`src/rtl/ifetch_queue.sv`:
```
// Instruction fetch queue: circular FIFO of {pc, instr} fed from a ROM, with redirect flush. Optional macro: IFQ_BYPASS_EN.
// Latency: fetch to inst_valid is 1 cycle when empty (0 cycles with IFQ_BYPASS_EN).
// Backpressure: inst_ready=0 holds the head; fetching stalls when full unless a pop frees a slot the same cycle.
module ifetch_queue #(
    parameter int          DEPTH    = 4,
    parameter logic [31:0] RESET_PC = 32'h0000_0000
) (
    input  logic        clk,
    input  logic        rst,
    output logic        en_fetch,
    output logic [31:0] PC,
    input  logic [31:0] instruction,
    input  logic        redirect,
    input  logic [31:0] redirect_pc,
    output logic        inst_valid,
    output logic [31:0] inst_out,
    output logic [31:0] inst_pc,
    input  logic        inst_ready,
    output logic [3:0]  count
);

    localparam int         PW      = $clog2(DEPTH);
    localparam logic [3:0] DEPTH_C = 4'(DEPTH);

    typedef enum logic [1:0] {S_IDLE, S_RUN, S_FLUSH} state_t;

    state_t          r_state;
    state_t          w_state_nxt;
    logic [31:0]     r_pc;
    logic [3:0]      r_count;
    logic [PW-1:0]   r_head;
    logic [PW-1:0]   r_tail;
    logic [31:0]     r_mem_pc  [DEPTH];
    logic [31:0]     r_mem_ins [DEPTH];

    logic            w_empty;
    logic            w_full;
    logic            w_fetch_ok;
    logic            w_pop_q;
    logic            w_bypass;
    logic            w_write;

    function automatic logic [PW-1:0] f_inc(input logic [PW-1:0] p);
        return (p == PW'(DEPTH - 1)) ? '0 : p + PW'(1);
    endfunction

    always_comb begin
        w_state_nxt = r_state;
        case (r_state)
            S_IDLE:  w_state_nxt = S_RUN;
            S_RUN:   w_state_nxt = S_RUN;
            S_FLUSH: w_state_nxt = S_RUN;
            default: w_state_nxt = S_IDLE;
        endcase
        if (redirect) w_state_nxt = S_FLUSH;
    end

    always_comb begin
        w_empty    = (r_count == 4'd0);
        w_full     = (r_count == DEPTH_C);
        w_fetch_ok = (r_state == S_RUN) && !redirect && !rst;
        // w_pop_q covers stored entries only; a bypassed entry never reaches the array
        w_pop_q    = !w_empty && !redirect && !rst && inst_ready;
        en_fetch   = w_fetch_ok && (!w_full || w_pop_q);
`ifdef IFQ_BYPASS_EN
        w_bypass   = en_fetch && w_empty;
`else
        w_bypass   = 1'b0;
`endif
        w_write    = en_fetch && !(w_bypass && inst_ready);
        inst_valid = (!w_empty && !redirect && !rst) || w_bypass;
        if (w_bypass) begin
            inst_out = instruction;
            inst_pc  = r_pc;
        end else if (rst || w_empty) begin
            inst_out = 32'h0;
            inst_pc  = 32'h0;
        end else begin
            inst_out = r_mem_ins[r_head];
            inst_pc  = r_mem_pc[r_head];
        end
        PC    = rst ? RESET_PC : r_pc;
        count = rst ? 4'd0 : r_count;
    end

    always_ff @(posedge clk) begin
        if (rst) begin
            r_state <= S_IDLE;
            r_pc    <= RESET_PC;
            r_count <= 4'd0;
            r_head  <= '0;
            r_tail  <= '0;
        end else begin
            r_state <= w_state_nxt;
            if (redirect) begin
                r_pc    <= redirect_pc;
                r_count <= 4'd0;
                r_head  <= '0;
                r_tail  <= '0;
            end else begin
                if (en_fetch) r_pc   <= r_pc + 32'd4;
                if (w_write)  r_tail <= f_inc(r_tail);
                if (w_pop_q)  r_head <= f_inc(r_head);
                r_count <= r_count + {3'b000, w_write} - {3'b000, w_pop_q};
            end
        end
    end

    always_ff @(posedge clk) begin
        if (w_write) begin
            r_mem_pc[r_tail]  <= r_pc;
            r_mem_ins[r_tail] <= instruction;
        end
    end

endmodule
```
`config.mk`:
```
export PLATFORM = sky130hd
export DESIGN_NAME = ifetch_queue
export DESIGN_NICKNAME = d
export VERILOG_FILES = /design/src/rtl/ifetch_queue.sv
export SDC_FILE = /design/constraint.sdc
export NUM_CORES = 1
export LEC_CHECK = 0
export ABC_AREA = 1
export CORE_AREA = 5 5 126 247
export DETAILED_ROUTE_END_ITERATION = 10
export DIE_AREA = 0 0 131 252
export GPL_ROUTABILITY_DRIVEN = 0
export HOLD_SLACK_MARGIN = 0.12
export PLACE_DENSITY = 0.68
export SLEW_MARGIN = 5
export SYNTH_ARGS = -nofsm -noshare
export SYNTH_HDL_FRONTEND = slang
export SYNTH_SLANG_ARGS = --single-unit
```
`constraint.sdc`:
```
create_clock -name clk -period 4.7 [get_ports clk]
set_input_delay 0.47 -clock clk [delete_from_list [all_inputs] [get_ports clk]]
set_output_delay 0.47 -clock clk [all_outputs]
set_load 0.03 [all_outputs]
```
After elaboration in Yosys (flattened, before gate mapping)

Memory sizes are Yosys's and may differ from the RTL's. A register that Yosys moved wholly into a read port is not among the register bits.
Cells that the tools add are included.

$add $sub $neg: 5
Eq/ne operators: 5
Muxes and demuxes: 16
Reductions and logical operators: 17

Operators with widths:

| kind                                                             | count |
|---|---|
| 32-bit 2-to-1 mux                                                | 5 |
| 32-bit by 3-bit adder with 32-bit output (second input constant) | 1 |
| 2-bit 2-to-1 mux                                                 | 7 |
| 2-bit == test (second input constant)                            | 3 |
| 1-bit logical AND                                                | 6 |
| 2-bit by 1-bit adder with 2-bit output (second input constant)   | 2 |
| 4-bit by 1-bit adder with 4-bit output                           | 1 |
| 4-bit by 3-bit == test with 1-bit output (second input constant) | 1 |
| 1-bit zero test                                                  | 4 |
| 4-bit zero test                                                  | 1 |
| 4-bit 2-to-1 mux                                                 | 1 |
| 4-bit by 1-bit subtractor with 4-bit output                      | 1 |
| 1-bit 2-to-1 mux                                                 | 3 |
| 3-bit OR reduction                                               | 1 |
| 2-bit by 1-bit == test with 1-bit output (second input constant) | 1 |
| 2-bit zero test                                                  | 1 |
| 1-bit logical OR                                                 | 2 |
| 2-bit nonzero test                                               | 1 |
| 2-bit OR reduction                                               | 1 |

Bits in registers: 42
Bits in writable memories: 256
Bits of input ports: 68
Memories kept: 2

Memories:

| name      | depth | bits a word | rd ports | clocked after memory_dff | wr ports | RTL line | RTL |
|---|---|---|---|---|---|---|---|
| r_mem_ins | 4     | 32          | 1        | 1                        | 1        | 34       | `logic [31:0] r_mem_ins [DEPTH];` |
| r_mem_pc  | 4     | 32          | 1        | 1                        | 1        | 33       | `logic [31:0] r_mem_pc [DEPTH];` |

Logic depth before layout (Yosys ltp)

Word-level depth: 9
Gate-level depth with buffers: 13

Least setup slack after synthesis

No wires, ideal clock.

Kind: input-to-reg
Start: input port redirect
End: memory r_mem_ins[0][0] (enable)
Arrival: 3804 ps
Data required time: 4214 ps
Path slack: 410 ps
Stages: 6
Path buffers: 1
Path through: nor2_4 > nand2_1 > nor2_2 > nand2_4 > buf_2 > nor2_1

Cells in the longest elaborated chain, start to end: 8
Elaborated cells between the ends (all ways): 10

Ends and longest elaborated chain:

| element                                    | RTL line | RTL |
|---|---|---|
| from (decl)                                | 13       | `input logic redirect,` |
| 1-bit zero test (*)                        | 61, 63   |  |
| 1-bit logical AND (3 in a row)             | 63       | `w_pop_q = !w_empty && !redirect && !rst && inst_ready;` |
| 1-bit logical OR                           | 64       | `en_fetch = w_fetch_ok && (!w_full \|\| w_pop_q);` |
| 1-bit logical AND (*)                      | 64       |  |
| 1-bit 2-to-1 mux (*)                       | 110      | `if (w_write) begin` |
| 1-bit 2-to-1 mux (implied by the code) (*) | 112      | `r_mem_ins[r_tail] <= instruction;` |
| to (decl)                                  | 34       |  |

Mark *: on every way between the ends. The rest lies on a longest branch, timed or not.

==> impl_metrics.env <==
export IMPL_status="finished, final reports clean"
export IMPL_die_h_um=252
export IMPL_postRouteAntennaNets=0
export IMPL_grt_max_degree=81
export IMPL_p_leak_nw=5.49
export IMPL_die_w_um=131
export IMPL_postCtsSetupRepairBufs=0
export IMPL_synthAdderAreaFrac_pct=1.33
export IMPL_cp_start_kind="register"
export IMPL_start_util_pct=44.4
export IMPL_synthMuxAreaShare_pct=0
export IMPL_antenna_cells=0
export IMPL_rsz0062_at_grt="false"
export IMPL_cp_arrival_ns=3.60
export IMPL_place_area_um2=14900
export IMPL_syn_cell_area_um2=12800
export IMPL_avgViaCountPerCell=5.16
export IMPL_synth_top_area_cell="edfxtp_1"
export IMPL_drc=0
export IMPL_pin_count=170
export IMPL_hp_start="rst"
export IMPL_synth_top_family_by_area="simple AND/OR/NAND/NOR gates"
export IMPL_grt_ovfl_total=0
export IMPL_cp_max_fo=64
export IMPL_clk_latency_ns=0.53
export IMPL_synth_top_area_share_pct=60.0
export IMPL_clock_skew_final_ns=0.00919
export IMPL_fmax_mhz=246
export IMPL_worstSetupEndpointType="primary output"
export IMPL_synth_simple_area_share_pct=17.2
export IMPL_min_period_over_period_pct=86.6
export IMPL_fin_crit_ns=4.07
export IMPL_fin_tns_setup_ns=0
export IMPL_core_area_um2=28800
export IMPL_cts_hold_buffers=0
export IMPL_path_cells="clkinv_2 > buf_4 > o21ai_0 > a21oi_1 > clkdlybuf4s50_1"
export IMPL_tightest_slew_ns=1.08
export IMPL_ys_ff_latch=300
export IMPL_dr_pass1_iters=5
export IMPL_drt_wl_total_um=31600
export IMPL_clkSinkCount=300
export IMPL_synth_xor_area_share_pct=0.820
export IMPL_ctsRootBufferMaster="clkbuf_16"
export IMPL_grt_pass1_wl_um=48800
export IMPL_p_per_area_nw_per_um2=344
export IMPL_max_cap_viol_count=0
export IMPL_critical_path_slowest_cell="clkinv_2"
export IMPL_synth_area_leaders="edfxtp_1 60%, nor2_1 9.9%, dfxtp_1 6.9%"
export IMPL_die_area_um2=33000
export IMPL_grt_total_usage_pct=19.0
export IMPL_yosysSeqAreaShare_pct=66.8
export IMPL_synthesis_instances=1243
export IMPL_syn_num_nets=1324
export IMPL_place_port_buffers=169
export IMPL_finalHoldViolations=0
export IMPL_num_nets_final=1474
export IMPL_synth_distinct_cells=36
export IMPL_cts_buffer_depth=3
export IMPL_synth_compound_area_share_pct=9.20
export IMPL_critical_path_class="register to primary output"
export IMPL_synth_area_per_cell_um2=10.3
export IMPL_max_slew_margin_pct=27.5
export IMPL_ys_warnings_count=0
export IMPL_cts_tree="yes"
export IMPL_cts_buffers=26
export IMPL_wl_per_cell_um=17.8
export IMPL_hold_class="primary input to register"
export IMPL_row_count=88
export IMPL_critPathMaxStageDelay_ns=0.75
export IMPL_rr_startpoint="r_count[2]"
export IMPL_path_clk_slew_ns=0.07
export IMPL_routed_via_count=9156
export IMPL_area_delta_synth_final_pct=22.9
export IMPL_dp_hpwl_um=20000
export IMPL_cp_required_ns=4.23
export IMPL_htreeDepth=1
export IMPL_vdd_ir_drop_max_mv=0.305
export IMPL_first_iter_violations=553
export IMPL_drive_above_1_share_pct=6.02
export IMPL_setup_viol=0
export IMPL_grt_pass1_vias=9159
export IMPL_final_max_slew_viol_count=0
export IMPL_antenna_found_initial=0
export IMPL_cts_resized=0
export IMPL_fin_area_um2=15800
==> synth_stat cells (all sizes together) <==
cell type    n
fa           1
xnor2        1
a21oi       79
clkinv       1
nand3       54
buf         37
o211a        1
ha          12
clkbuf      25
nor2       341
nand2      148
nand4        3
xor2        11
o211ai       8
nand3b       1
nor3b        1
o21ai      138
inv         77
nor3         3
or2          1
edfxtp     256
dfxtp       44
==> cell type report <==
class | instances | area, um2
fill | 2494 | 13100
sequential | 300 | 8570
multi-input combinational | 803 | 3700
timing repair buffer | 184 | 1840
clock buffer | 35 | 747
tap | 360 | 450
inverter | 78 | 302
clock inverter | 13 | 153
==> state kept, by name, summed over array words and instances, names as in the netlist, named ones only <==
signal / flops
r_count: 4
r_head: 2
r_mem_ins: 128
r_mem_pc: 128
r_pc: 32
r_state: 2
r_tail: 2
==> worst max-delay path, delay by kind of cell (launching register included) <==
family | cells | cell delay (ns)
compound gates | 2 | 0.34
buf+inv | 3 | 1.95
flops | 1 | 0.70
==> power breakdown <==
group / switching, W / internal [W] / leakage [nW]
logic: 0.000137 / 0.000107 / 2.38
registers: 0.0000441 / 0.00292 / 2.67
clock network: 0.000928 / 0.00129 / 0.442
==> metal layers <==
metal	share of wire, %	track usage, %	vias to the layer above
met5	0	0	-
met4	2.8	6.30	0
met3	4.4	1.93	48
met2	56	36.4	260
met1	37	21.3	4349
li1	-	-	4499
==> kinds of logic after synthesis <==
logic type / after synthesis
and+or+nand+nor: 552
DFF: 300
AOI/OAI and AO/OA: 226
buffers and inverters: 140
adders and majority gates: 13
xor gates and xnor gates: 12
==> layout by cell type, fill, tap and decap left out, types with 3 or more instances in the layout <==
| cell | count |
|---|---|
| nand3_2 | 5 |
| clkbuf_16 | 28 |
| xor2_1 | 11 |
| dfxtp_1 | 42 |
| clkinv_4 | 4 |
| clkinv_2 | 3 |
| nor2_4 | 5 |
| nand2_1 | 145 |
| buf_4 | 12 |
| o211ai_1 | 7 |
| bufinv_16 | 3 |
| nor2_2 | 3 |
| o21ai_1 | 4 |
| edfxtp_1 | 256 |
| nor2_1 | 333 |
| a21oi_1 | 74 |
| clkdlybuf4s50_1 | 168 |
| clkinv_1 | 3 |
| clkbuf_1 | 5 |
| a21oi_2 | 5 |
| nand4_1 | 3 |
| ha_1 | 12 |
| inv_1 | 74 |
| buf_12 | 3 |
| nand3_1 | 49 |
| o21ai_0 | 134 |
| nor3_1 | 3 |
==> per-stage QoR <==
step	cells	utilization (%)	worst slack [ns]	power (W)	hold slack (ns)
after floorplan	1243	-	0.410	0.00312	0.445
after global placement	1725	51.5	1.17	0.00326	0.456
after detailed placement	1725	51.5	1.14	0.00326	0.467
after CTS	1773	54.6	0.562	0.00547	0.229
after global routing	1773	54.6	0.368	0.00559	0.270
final	1773	54.6	0.631	0.00542	0.246
==> final timing paths <==
check	to	slack, ns	cells after the start
max	inst_out[29]	0.63	5
min	r_pc[11]	0.25	4
max reg2reg	r_mem_ins[2][22]	2.05	8
min reg2reg	r_state[0]	0.49	3
Note: power is estimated with default switching activity, not from simulation.
